[src/rtl/timebase_tick_gen.sv]
// Microsecond/millisecond time base.
// Divides theclk into one-cycle us/ms strobes, keeps free-running us/ms
// counters, and provides a sticky millisecond alarm and a sticky ms overflow flag.
//
// Ports:
//   theclk, theresetn : clock, asynchronous active-low reset
//   en                : count enable; low freezes all counters
//   clr               : synchronous clear of prescaler/us/ms counters, ticks, ms_ovf
//   alarm_en          : arm the millisecond alarm compare
//   alarm_ms          : alarm compare value
//   alarm_clr         : clear the sticky alarm flag
//   us_tick, ms_tick  : one-cycle strobes per microsecond / millisecond
//   us_cnt            : microseconds within the current millisecond
//   ms_cnt            : elapsed milliseconds, wraps to 0
//   alarm             : sticky, ms_cnt reached alarm_ms while armed
//   ms_ovf            : sticky, ms_cnt wrapped from all-ones to 0
module timebase_tick_gen #(
    parameter int unsigned CLK_PER_US = 100,
    parameter int unsigned US_PER_MS  = 1000,
    parameter int unsigned MS_W       = 32,
    localparam int unsigned US_W      = $clog2(US_PER_MS)
) (
    input  logic            theclk,
    input  logic            theresetn,
    input  logic            en,
    input  logic            clr,
    input  logic            alarm_en,
    input  logic [MS_W-1:0] alarm_ms,
    input  logic            alarm_clr,
    output logic            us_tick,
    output logic            ms_tick,
    output logic [US_W-1:0] us_cnt,
    output logic [MS_W-1:0] ms_cnt,
    output logic            alarm,
    output logic            ms_ovf
);

    // A divide-by-1 prescaler still needs a 1-bit register to stay legal.
    localparam int unsigned PRE_W = (CLK_PER_US > 1) ? $clog2(CLK_PER_US) : 1;

    logic [PRE_W-1:0] pre_cnt;
    logic [PRE_W-1:0] pre_cnt_nxt;
    logic [US_W-1:0]  us_cnt_nxt;
    logic [MS_W-1:0]  ms_cnt_nxt;
    logic [MS_W-1:0]  ms_inc_c;
    logic             us_tick_nxt;
    logic             ms_tick_nxt;
    logic             alarm_nxt;
    logic             ms_ovf_nxt;
    logic             pre_term_c;
    logic             us_term_c;

    assign pre_term_c = (pre_cnt == PRE_W'(CLK_PER_US - 1));
    assign us_term_c  = (us_cnt == US_W'(US_PER_MS - 1));
    assign ms_inc_c   = ms_cnt + MS_W'(1);

    // Next-state computation: clr beats en; alarm set beats alarm_clr.
    always_comb begin
        pre_cnt_nxt = pre_cnt;
        us_cnt_nxt  = us_cnt;
        ms_cnt_nxt  = ms_cnt;
        us_tick_nxt = 1'b0;
        ms_tick_nxt = 1'b0;
        ms_ovf_nxt  = ms_ovf;
        alarm_nxt   = alarm_clr ? 1'b0 : alarm;

        if (clr) begin
            pre_cnt_nxt = '0;
            us_cnt_nxt  = '0;
            ms_cnt_nxt  = '0;
            ms_ovf_nxt  = 1'b0;
        end else if (en) begin
            if (pre_term_c) begin
                pre_cnt_nxt = '0;
                us_tick_nxt = 1'b1;
                if (us_term_c) begin
                    us_cnt_nxt  = '0;
                    ms_tick_nxt = 1'b1;
                    ms_cnt_nxt  = ms_inc_c;
                    if (&ms_cnt) begin
                        ms_ovf_nxt = 1'b1;
                    end
                    // Compare against the value being loaded, not the old one.
                    if (alarm_en && (ms_inc_c == alarm_ms)) begin
                        alarm_nxt = 1'b1;
                    end
                end else begin
                    us_cnt_nxt = us_cnt + US_W'(1);
                end
            end else begin
                pre_cnt_nxt = pre_cnt + PRE_W'(1);
            end
        end
    end

    // State and output registers.
    always_ff @(posedge theclk or negedge theresetn) begin
        if (!theresetn) begin
            pre_cnt <= '0;
            us_cnt  <= '0;
            ms_cnt  <= '0;
            us_tick <= 1'b0;
            ms_tick <= 1'b0;
            alarm   <= 1'b0;
            ms_ovf  <= 1'b0;
        end else begin
            pre_cnt <= pre_cnt_nxt;
            us_cnt  <= us_cnt_nxt;
            ms_cnt  <= ms_cnt_nxt;
            us_tick <= us_tick_nxt;
            ms_tick <= ms_tick_nxt;
            alarm   <= alarm_nxt;
            ms_ovf  <= ms_ovf_nxt;
        end
    end

endmodule

[config.mk]
export PLATFORM = sky130hd
export DESIGN_NAME = timebase_tick_gen
export DESIGN_NICKNAME = d
export VERILOG_FILES = /design/src/rtl/timebase_tick_gen.sv
export SDC_FILE = /design/constraint.sdc
export NUM_CORES = 1
export LEC_CHECK = 0
export ABC_CLOCK_PERIOD_IN_PS = 3900
export BUFFER_PORTS_ARGS = -buffer_cell sky130_fd_sc_hd__clkbuf_2
export CORE_MARGIN = 8
export CORE_UTILIZATION = 45
export DETAILED_ROUTE_END_ITERATION = 16
export MAX_ROUTING_LAYER = met4
export PLACE_DENSITY = 0.69
export SLEW_MARGIN = 5
export SYNTH_ARGS = -nofsm -noshare
export SYNTH_HDL_FRONTEND = slang
export SYNTH_SLANG_ARGS = --single-unit
[constraint.sdc]
create_clock -name theclk -period 3.9 [get_ports theclk]
set_clock_uncertainty 0.1 [all_clocks]
set_input_delay 0.195 -clock theclk [delete_from_list [all_inputs] [get_ports theclk]]
set_output_delay 0.195 -clock theclk [all_outputs]
set_load 0.05 [all_outputs]
# --- Word-level counts from Yosys, hierarchy flattened ---
# Cells that the tools add are included.
# W data, S select, Z words.
classes:
  addsub: 3
  eq_ne: 3
  mux: 29
  n_reduce_logical: 9
ops:
  columns: ["cell", "count"]
  rows:
  - ["$mux W32", 4]
  - ["$mux W10", 4]
  - ["$add A32 B1 Y32 const B", 1]
  - ["$eq A32 B32 Y1", 1]
  - ["$reduce_and A32 Y1", 1]
  - ["$mux W7", 3]
  - ["$mux W1", 18]
  - ["$add A10 B1 Y10 const B", 1]
  - ["$eq A10 B10 Y1 const B", 1]
  - ["$reduce_bool A2 Y1", 4]
  - ["$add A7 B1 Y7 const B", 1]
  - ["$eq A7 B7 Y1 const B", 1]
  - ["$reduce_and A4 Y1", 1]
  - ["$reduce_and A3 Y1", 1]
  - ["$reduce_and A2 Y1", 1]
  - ["$logic_and A1 B1 Y1", 1]
totals:
  reg_bits: 53
  in_bits: 38
  output_inout_bits: 46
  word_cells: 51

# --- Logic depth before layout (Yosys ltp) ---
# Gate-level depths: netlist of the first run.
depth:
  depth_word: 8
  depth_mapped: 9
  mapped_depth_nobuf: 8

# --- Worst setup path before layout of the first run ---
# OpenSTA, ideal clock, no wires.
synth_path:
  path_type: "reg2reg"
  start: "register ms_cnt[0]"
  end: "register alarm"
  setup_ps: 95
  arrival_time_ps: 3204
  t_required_ps: 3705
  path_slack_ps: 500
  path_stages_with_launch: 10
  n_path_buf: 1
  period_less_slack_ps: 3400
  cell_sequence: "dfrtp_1 ha_1 clkbuf_1 nand4_1 or4_4 xnor2_1 o211ai_1 or4_1 or4_1 o32ai_2"
synth_between:
  elab_chain_cells: 8
synth_rtl:
  columns: ["element", "line", "text"]
  rows:
  - ["start, declared", "33", "output logic [MS_W-1:0] ms_cnt,"]
  - ["start signal, assigned", "109", "ms_cnt <= ms_cnt_nxt;"]
  - ["$add A32 B1 Y32", "55", "assign ms_inc_c = ms_cnt + MS_W'(1);"]
  - ["$eq A32 B32 Y1", "84", "if (alarm_en && (ms_inc_c == alarm_ms)) begin"]
  - ["$logic_and A1 B1 Y1", "84", null]
  - ["$mux W1", "84", null]
  - ["$mux W1", "76", "if (us_term_c) begin"]
  - ["$mux W1", "73", "if (pre_term_c) begin"]
  - ["$mux W1", "72", "end else if (en) begin"]
  - ["$mux W1", "67", "if (clr) begin"]
  - ["named net alarm_nxt", "48", "logic alarm_nxt;"]
  - ["end signal, assigned", "112", "alarm <= alarm_nxt;"]
  - ["end, declared", "34", "output logic alarm,"]
# The timed path passes the listed nets, and every way through them passes these cells.
# A chain may end at the register's enable or synchronous reset.

# --- Worst setup path after layout of the first run ---
# Ends and elaborated chain as after synthesis.

==> qor.csv, run 1 <==
stage;metric;value;unit
status;status;completed;
die;ios;84;
global_routing;gr-total-overflow;0;
cts;cts-resized-gates;0;
worst_setup_path;cp.required;4.02;ns
yosys;postSynth.asyncResetShare;100;%
sta;setup_viol;0;
die;dieHeight;109;um
cts;clk_transition_reported_paths;0.10;ns
yosys;synth_commonest_cells;59 x nor2_1, 53 x dfrtp_1, 44 x nand2_1, 40 x xnor2_1, 32 x xor2_1;
cells_and_area;n_antenna_cell;0;
flow_run;cap_violations;0;
yosys;synth_fp_nets;497;
yosys;synth_ff_type;dfrtp_1;
cts;clock_latency;0.31;ns
worst_setup_path;startpoint_type;flip-flop;
cells_and_area;fillers;814;
sta;tns;0;ns
die;dieArea;11800;um^2
drt;dr.pass1.iters;5;
die;die_w;109;um
cts;clock-sinks;53;
global_routing;first_global_vias;3647;
sta;final-hold-violation-count;0;
drt;vias;3750;
cells_and_area;finalCoreUtilization;52.3;%
drt;drc_errors;0;
yosys;yosys-top-cells-area;dfrtp_1 34%, xnor2_1 9.0%, xor2_1 7.2%;
cts;post_cts_buffers;0;
drt;viasPerCell;5.90;
sta;drv_slew;0;
power_and_ir_drop;p_per_area;245;nW/um^2
cts;htree_num_levels;2;
yosys;synth_edf_count;0;
cts;clockBufferDepth;2;
cells_and_area;drive_gt1_share;21.0;%
placement;hpwlAfterDp;8.91;mm
power_and_ir_drop;leakage;1.91;nW
worst_setup_path;cp.buffers_inverters;0;
placement;port_buffers;83;
worst_setup_path;cp_common_cell;or4_1;
drt;drtAntennaViolNets;0;
cells_and_area;nets;568;
cts;root_buffer;clkbuf_8;
worst_setup_path;crit_fanout;10;
cts;cts_buffers;5;
worst_setup_path;slowest_delay;0.55;ns
sta;rsz0062_at_grt;no;
sta;period_minus_slack;3.28;ns
worst_setup_path;endpoint_kind;flip-flop;
worst_setup_path;critPathKind;flip-flop to flip-flop;
worst_setup_path;path_cells;ha_1, nand4_1, nor4_2, and3_1, xnor2_1, or4_1, or4_1, o32ai_2;
cts;cts_tree;yes;
sta;period_share;84.0;%
power_and_ir_drop;ir_worst_vdd;156;uV
drt;drt_wl_total;11.6;mm
yosys;syn-cell-area;3880;um^2
yosys;yosys_warnings;0;
sta;max-slew-margin-rel;48.4;%
yosys;synth_area_leader_cell;dfrtp_1;
yosys;yosysMostFrequentCell;nor2_1;
yosys;synth.avg_cell_area;8.50;um^2
hold_path;hold_class;primary input to flip-flop;
drt;routedWlPerCell;18.3;um
cells_and_area;syn2layout_area_growth;15.4;%
global_routing;track_usage;20.7;%
yosys;synth.ff_latch_count;53;
global_routing;grt_antenna_before_repair;0;
yosys;yosysSeqAreaShare;34.2;%
die;coreArea;8550;um^2
worst_setup_path;ff2ff_setup_slack;0.62;ns
yosys;synth.top_cell.area_share;34.2;%
worst_setup_path;crit_family;simple AND/OR/NAND/NOR gates;
worst_setup_path;crit_slowest_cell;or4_1;
sta;max_freq;305;MHz
global_routing;grt_max_degree;54;
yosys;synthCells;456;
die;initial_core_util;45.3;%
sta;worst_pin_slew;0.767;ns
die;rows;34;
placement;place_congestion;0.967;
drt;drt_iter0_drc;213;
worst_setup_path;crit_arrival;3.40;ns
yosys;yosysUniqueCellTypes;62;
global_routing;grt_pass1_wl;19.0;mm
[routing by layer]
layer	wire, um	GRT usage (%)	vias to the layer above
met5	0	-	-
met2	5370	32.0	158
li1	-	-	1779
met3	944	3.78	19
met4	204	5.18	0
met1	5130	27.4	1794
[cell families (layout without fill, tap and decap cells)]
| family | after synthesis | in the layout | synth area share [%] |
|---|---|---|---|
| buf+inv | 32 | 104 | 4.23 |
| simple gates | 229 | 229 | 32.4 |
| xor+xnor | 72 | 72 | 16.3 |
| flops | 53 | 53 | 34.2 |
| mux | 3 | 3 | 0.807 |
| compound gates | 64 | 64 | 11.2 |
| fa+ha+maj | 3 | 3 | 0.968 |
[worst reg2reg max path, cell delays in order, from the launching register on]
cell and delay [ns]:
dfrtp_1 0.50, ha_1 0.40, nand4_1 0.20, nor4_2 0.39, and3_1 0.27, xnor2_1 0.08
or4_1 0.46, or4_1 0.55, o32ai_2 0.25
[report_power, final]
| group | leakage [nW] | internal, mW | total [mW] | switching [mW] |
|---|---|---|---|---|
| Clock | 0.0681 | 0.255 | 0.450 | 0.195 |
| Sequential | 0.739 | 0.551 | 0.553 | 0.00217 |
| Combinational | 1.10 | 0.0384 | 0.0914 | 0.0530 |
[per-stage QoR]
stage	setup slack [ns]	hold slack [ns]	power, mW	instance area, um^2	cells
after global routing	0.430	0.182	1.14	4470	636
after detailed placement	0.663	0.278	0.654	4320	626
after floorplan	0.500	-0.201	0.605	3880	456
final	0.623	0.154	1.09	4470	636
after CTS	0.642	0.136	1.11	4470	636
after global placement	0.668	0.269	0.654	4320	626
[state kept, by name, summed over array words and instances, names as in the netlist]
signal   cells
ms_cnt      32
us_cnt      10
ms_ovf       1
pre_cnt      7
alarm        1
us_tick      1
ms_tick      1
[layout by cell type, fill, tap and decap left out, types with 5 or more instances in the layout]
cell type	count
a21oi_1	10
or3_1	6
nor3_1	13
inv_1	7
nand4_1	20
xor2_1	32
and3_1	9
nor2_1	59
nand2_1	44
clkbuf_2	83
nor4_1	11
o31ai_1	6
or4_1	6
and4_1	8
o21ai_0	22
clkbuf_8	5
nand3_1	24
xnor2_1	40
dfrtp_1	53
[layout make-up]
cell class                 instances  area, um^2  share of cell area, %
clock buffer                       5        68.8                   1.54
clock inverter                     3        65.1                   1.45
inverter                           7        26.3                  0.587
multi-input combinational        371        2390                   53.4
sequential                        53        1330                   29.6
tap                              108         135                   3.02
timing repair buffer              89         465                   10.4
[timing repair]
item	in CTS	in global routing
endpoints found under the hold margin	54	0
setup endpoints to repair	0	0
hold buffers	2	0
[path summary, 6_finish.rpt]
kind                            cells past startpoint         end  startpoint
worst max-delay path                                8       alarm   ms_cnt[0]
worst min register to register                      2      ms_ovf      ms_ovf
worst min-delay path                                4  pre_cnt[6]         clr
max in group asynchronous                           3  ms_cnt[14]   theresetn
worst max register to register                      8       alarm   ms_cnt[0]
min in group asynchronous                           3  ms_cnt[11]   theresetn
No activity file was read; power rests on OpenSTA's default activity.
==> inputs of run 2 (changes only) <==
ABC_CLOCK_PERIOD_IN_PS = 3150   (was 3900)
clock period = 3.15 ns   (was 3.9 ns; I/O delays follow)
==> qor.csv, run 2 (synthesis gave the netlist of run 1 again) <==
stage;metric;value;unit
status;status;completed;
die;coreArea;8550;um^2
global_routing;grt_antenna_before_repair;0;
die;dieHeight;109;um
die;rows;34;
cts;cts_buffers;5;
worst_setup_path;cp.required;3.29;ns
worst_setup_path;r2r_cells;7;
worst_setup_path;ff2ff_setup_slack;0.14;ns
global_routing;grt_max_degree;33;
worst_setup_path;endpoint_kind;flip-flop;
placement;dpl_worst_slack;0.104;ns
die;initial_core_util;45.3;%
drt;drc_errors;0;
power_and_ir_drop;p_per_area;273;nW/um^2
cells_and_area;layout_common_cells;83 x clkbuf_2, 59 x nor2_1, 44 x nand2_1;
cells_and_area;syn2layout_area_growth;22.2;%
drt;viasPerCell;5.77;
cells_and_area;largest_reg_flops;32;
hold_path;worstHoldEndpoint;pre_cnt[0];
global_routing;first_global_vias;3867;
placement;hpwlAfterDp;9.45;mm
placement;port_buffers;83;
cts;htree_num_levels;2;
cts;cts_tree;yes;
global_routing;track_usage;21.4;%
cts;clockBufferDepth;2;
cells_and_area;drive_gt1_share;27.7;%
worst_setup_path;crit_fanout;12;
hold_path;min-delay-start;clr;
drt;drt_wl_total;12.2;mm
cells_and_area;mostFrequentLayoutCell;clkbuf_2;
worst_setup_path;worstReg2RegStart;ms_cnt[2];
worst_setup_path;startpoint_type;flip-flop;
power_and_ir_drop;ir_worst_vdd;170;uV
global_routing;gr-total-overflow;0;
cells_and_area;largest_register;ms_cnt;
sta;drv_slew;0;
sta;max-slew-margin-rel;45.7;%
drt;drtAntennaViolNets;0;
worst_setup_path;critPathKind;flip-flop to flip-flop;
cells_and_area;nets;599;
sta;worst_pin_slew;0.807;ns
sta;setup_ws;0.144;ns
sta;holdWs;0.106;ns
cts;root_buffer;clkbuf_8;
die;ios;84;
cts;clock-sinks;53;
drt;routedWlPerCell;18.3;um
power_and_ir_drop;power;1.29;mW
hold_path;hold_class;primary input to flip-flop;
sta;max_freq;333;MHz
sta;period_minus_slack;3.01;ns
cts;clk_transition_reported_paths;0.12;ns
sta;period_share;95.4;%
drt;dr.pass1.iters;5;
die;dieArea;11800;um^2
drt;drt_iter0_drc;195;
flow_run;cap_violations;0;
worst_setup_path;crit_arrival;3.15;ns
placement;place_congestion;0.937;
cts;clock_latency;0.32;ns
global_routing;grt_pass1_wl;19.7;mm
power_and_ir_drop;leakage;2.06;nW
hold_path;min_path_cells;4;
cells_and_area;reg_top3;ms_cnt: 32 flops, us_cnt: 10 flops, pre_cnt: 7 flops;
drt;vias;3847;
sta;final-hold-violation-count;0;
worst_setup_path;r2r-end;alarm;
cells_and_area;n_antenna_cell;0;
die;die_w;109;um
cells_and_area;finalCoreUtilization;55.4;%
sta;setup_viol;0;
run 2: per-stage QoR:
step	area (um^2)	setup TNS, ns	std cells
3_3_place_gp	4560	0	655
4_1_cts	4690	0	665
5_1_grt	4740	-0.00227	667
2_1_floorplan	3890	0	456
6_report	4740	0	667
3_5_place_dp	4560	0	655
run 2: what timing repair did:
item	4_1_cts	5_1_grt
endpoints found under the hold margin	30	0
endpoints found under the setup margin	0	1
buffers inserted	0	2
hold buffers	2	0
resized for setup	0	8
run 2: final cells by class:
| type | instances | area, um^2 |
|---|---|---|
| flip-flops and latches | 53 | 1340 |
| multi-input cells | 371 | 2410 |
| well taps | 108 | 135 |
| clock inverters | 2 | 38.8 |
| inverters | 7 | 26.3 |
| repair buffers | 120 | 711 |
| clock buffers | 6 | 72.6 |
| fillers | 824 | 3810 |
run 2: layer usage:
| metal | track usage [%] | vias up | wire length (um) |
|---|---|---|---|
| met1 | 27.3 | 1843 | 5380 |
| li1 | - | 1846 | - |
| met2 | 35.4 | 143 | 5900 |
| met3 | 3.07 | 15 | 806 |
| met4 | 3.91 | 0 | 133 |
| met5 | - | - | 0 |
run 2: power breakdown:
| part | internal [mW] | total, mW | switching [mW] | leakage, nW |
|---|---|---|---|---|
| sequential | 0.682 | 0.685 | 0.00277 | 0.723 |
| combinational | 0.0476 | 0.114 | 0.0668 | 1.28 |
| clock | 0.241 | 0.494 | 0.253 | 0.0558 |
run 2: how the worst max path moves through the flow:
stage | start | endpoint | slack (ns) | depth (start not counted)
after floorplan | ms_cnt[16] | alarm | 0.0004 | 8
after CTS | ms_cnt[3] | alarm | 0.07 | 7
final | ms_cnt[2] | alarm | 0.14 | 7
after global placement | us_cnt[0] | alarm | 0.11 | 8
after global routing | ms_cnt[2] | alarm | -0.002 | 7
after detailed placement | ms_cnt[3] | alarm | 0.10 | 7
run 2: worst max-delay path, stage by stage (launching register included):
cell	delay (ns)
dfrtp_2	0.52
nand4_4	0.23
or4_4	0.59
xnor2_1	0.17
o211ai_1	0.10
or4_1	0.53
or4_1	0.43
o32ai_2	0.26
==> inputs of run 3 (changes only) <==
ABC_CLOCK_PERIOD_IN_PS = 3600   (was 3150)
clock period = 3.6 ns   (was 3.15 ns; I/O delays follow)
==> qor.csv, run 3 (synthesis gave the netlist of run 1 again) <==
stage;metric;value;unit
sta;tns;0;ns
worst_setup_path;path_cells;ha_1, nand4_1, nor4_2, and3_1, xnor2_1, or4_1, or4_1, o32ai_2;
hold_path;hold_class;primary input to flip-flop;
drt;vias;3733;
cts;clock-sinks;53;
cells_and_area;layout_common_cells;83 x clkbuf_2, 59 x nor2_1, 53 x dfrtp_1;
power_and_ir_drop;leakage;1.92;nW
drt;drt_wl_total;11.7;mm
cells_and_area;finalCoreUtilization;52.6;%
worst_setup_path;crit_start;ms_cnt[0];
worst_setup_path;crit_slowest_cell;or4_1;
cells_and_area;final_cells;642;
die;dieHeight;109;um
flow_run;cap_violations;0;
worst_setup_path;r2r-end;alarm;
global_routing;grt_pass1_wl;19.0;mm
cts;htree_num_levels;2;
worst_setup_path;crit_fanout;10;
sta;worst_pin_slew;0.859;ns
sta;max_freq;305;MHz
die;rows;34;
status;status;completed;
worst_setup_path;r2r_cells;8;
cells_and_area;reg_top3;ms_cnt: 32 flops, us_cnt: 10 flops, pre_cnt: 7 flops;
worst_setup_path;crit_end;alarm;
drt;routedWlPerCell;18.2;um
global_routing;grt_max_degree;33;
global_routing;grt_antenna_before_repair;0;
sta;drv_slew;0;
global_routing;first_global_vias;3680;
drt;drt_iter0_drc;201;
placement;hpwlAfterDp;9.09;mm
die;initial_core_util;45.3;%
global_routing;track_usage;20.6;%
placement;place_congestion;0.941;
worst_setup_path;cp.required;3.72;ns
global_routing;gr-usage-met2;31.9;%
placement;port_buffers;83;
worst_setup_path;worstReg2RegStart;ms_cnt[0];
drt;drc_errors;0;
cells_and_area;mostFrequentLayoutCell;clkbuf_2;
worst_setup_path;crit_arrival;3.40;ns
sta;rsz0062_at_grt;no;
placement;dp_cells;632;
cts;cts_buffers;5;
global_routing;met3_usage;4.26;%
worst_setup_path;slowest_delay;0.55;ns
die;dieArea;11800;um^2
worst_setup_path;endpoint_kind;flip-flop;
cts;cts_tree;yes;
drt;drtAntennaViolNets;0;
cells_and_area;largest_register;ms_cnt;
global_routing;met1_usage;26.8;%
sta;period_share;91.0;%
die;coreArea;8550;um^2
worst_setup_path;ff2ff_setup_slack;0.33;ns
sta;setup_viol;0;
sta;period_minus_slack;3.27;ns
cells_and_area;nets;574;
cells_and_area;n_antenna_cell;0;
cells_and_area;fillers;838;
global_routing;gr-total-overflow;0;
drt;dr.pass1.iters;5;
cts;clockBufferDepth;2;
die;die_w;109;um
worst_setup_path;cp_common_cell;or4_1;
global_routing;grt-busiest-layer;met2;
drt;viasPerCell;5.81;
cts;clock_latency;0.31;ns
power_and_ir_drop;p_per_area;248;nW/um^2
cts;cts-resized-gates;0;
sta;max-slew-margin-rel;42.2;%
worst_setup_path;startpoint_type;flip-flop;
cells_and_area;syn2layout_area_growth;16.0;%
worst_setup_path;critPathKind;flip-flop to flip-flop;
die;ios;84;
sta;final-hold-violation-count;0;
power_and_ir_drop;ir_worst_vdd;158;uV
cells_and_area;drive_gt1_share;21.7;%
cts;clk_transition_reported_paths;0.10;ns
cts;root_buffer;clkbuf_8;
cells_and_area;largest_reg_flops;32;
run 3: worst max-delay path: cells and delay by family, from the launching register on:
family | cells | cell delay [ns]
AOI/OAI and AO/OA | 1 | 0.26
xor gates and xnor gates | 1 | 0.10
adders and majority gates | 1 | 0.39
DFF | 1 | 0.50
and+or+nand+nor | 5 | 1.85
run 3: stage by stage:
| stage | instance area (um^2) | power (mW) | setup WS [ns] | hold slack (ns) |
|---|---|---|---|---|
| finish | 4500 | 1.12 | 0.325 | 0.113 |
| global route | 4500 | 1.16 | 0.110 | 0.173 |
| CTS | 4500 | 1.13 | 0.329 | 0.121 |
| detailed placement | 4370 | 0.709 | 0.353 | 0.172 |
| global placement | 4370 | 0.708 | 0.348 | 0.160 |
| floorplan | 3880 | 0.656 | 0.200 | -0.216 |
run 3: cell type report:
type | count | area (um^2) | share of cell area [%]
multi-input cells | 371 | 2390 | 53.1
clock inverters | 2 | 38.8 | 0.863
clock buffers | 6 | 72.6 | 1.61
repair buffers | 95 | 510 | 11.4
well taps | 108 | 135 | 3.01
flip-flops and latches | 53 | 1330 | 29.5
inverters | 7 | 26.3 | 0.584
run 3: worst min path at each step:
| stage | cells after the start | end | startpoint |
|---|---|---|---|
| after floorplan | 0 | alarm | theresetn |
| after global placement | 1 | ms_tick | theresetn |
| after detailed placement | 1 | ms_tick | theresetn |
| after CTS | 4 | pre_cnt[0] | clr |
| after global routing | 4 | pre_cnt[0] | clr |
| final | 4 | pre_cnt[0] | clr |
run 3: power by group:
group	switching [mW]	total, mW	internal [mW]
Clock	0.208	0.418	0.209
Sequential	0.00257	0.599	0.597
Combinational	0.0582	0.0999	0.0418
Total	0.269	1.12	0.848
run 3: layer usage:
| layer | up-vias | routed length [um] |
|---|---|---|
| met5 | - | 0 |
| met4 | 0 | 227 |
| met3 | 20 | 904 |
| met2 | 145 | 5380 |
| met1 | 1775 | 5210 |
| li1 | 1793 | - |
run 3: repair_timing:
| action | 4_1_cts | 5_1_grt |
|---|---|---|
| hold endpoints to repair | 26 | 0 |
| setup buffers | 0 | 0 |
| hold buffers | 2 | 0 |
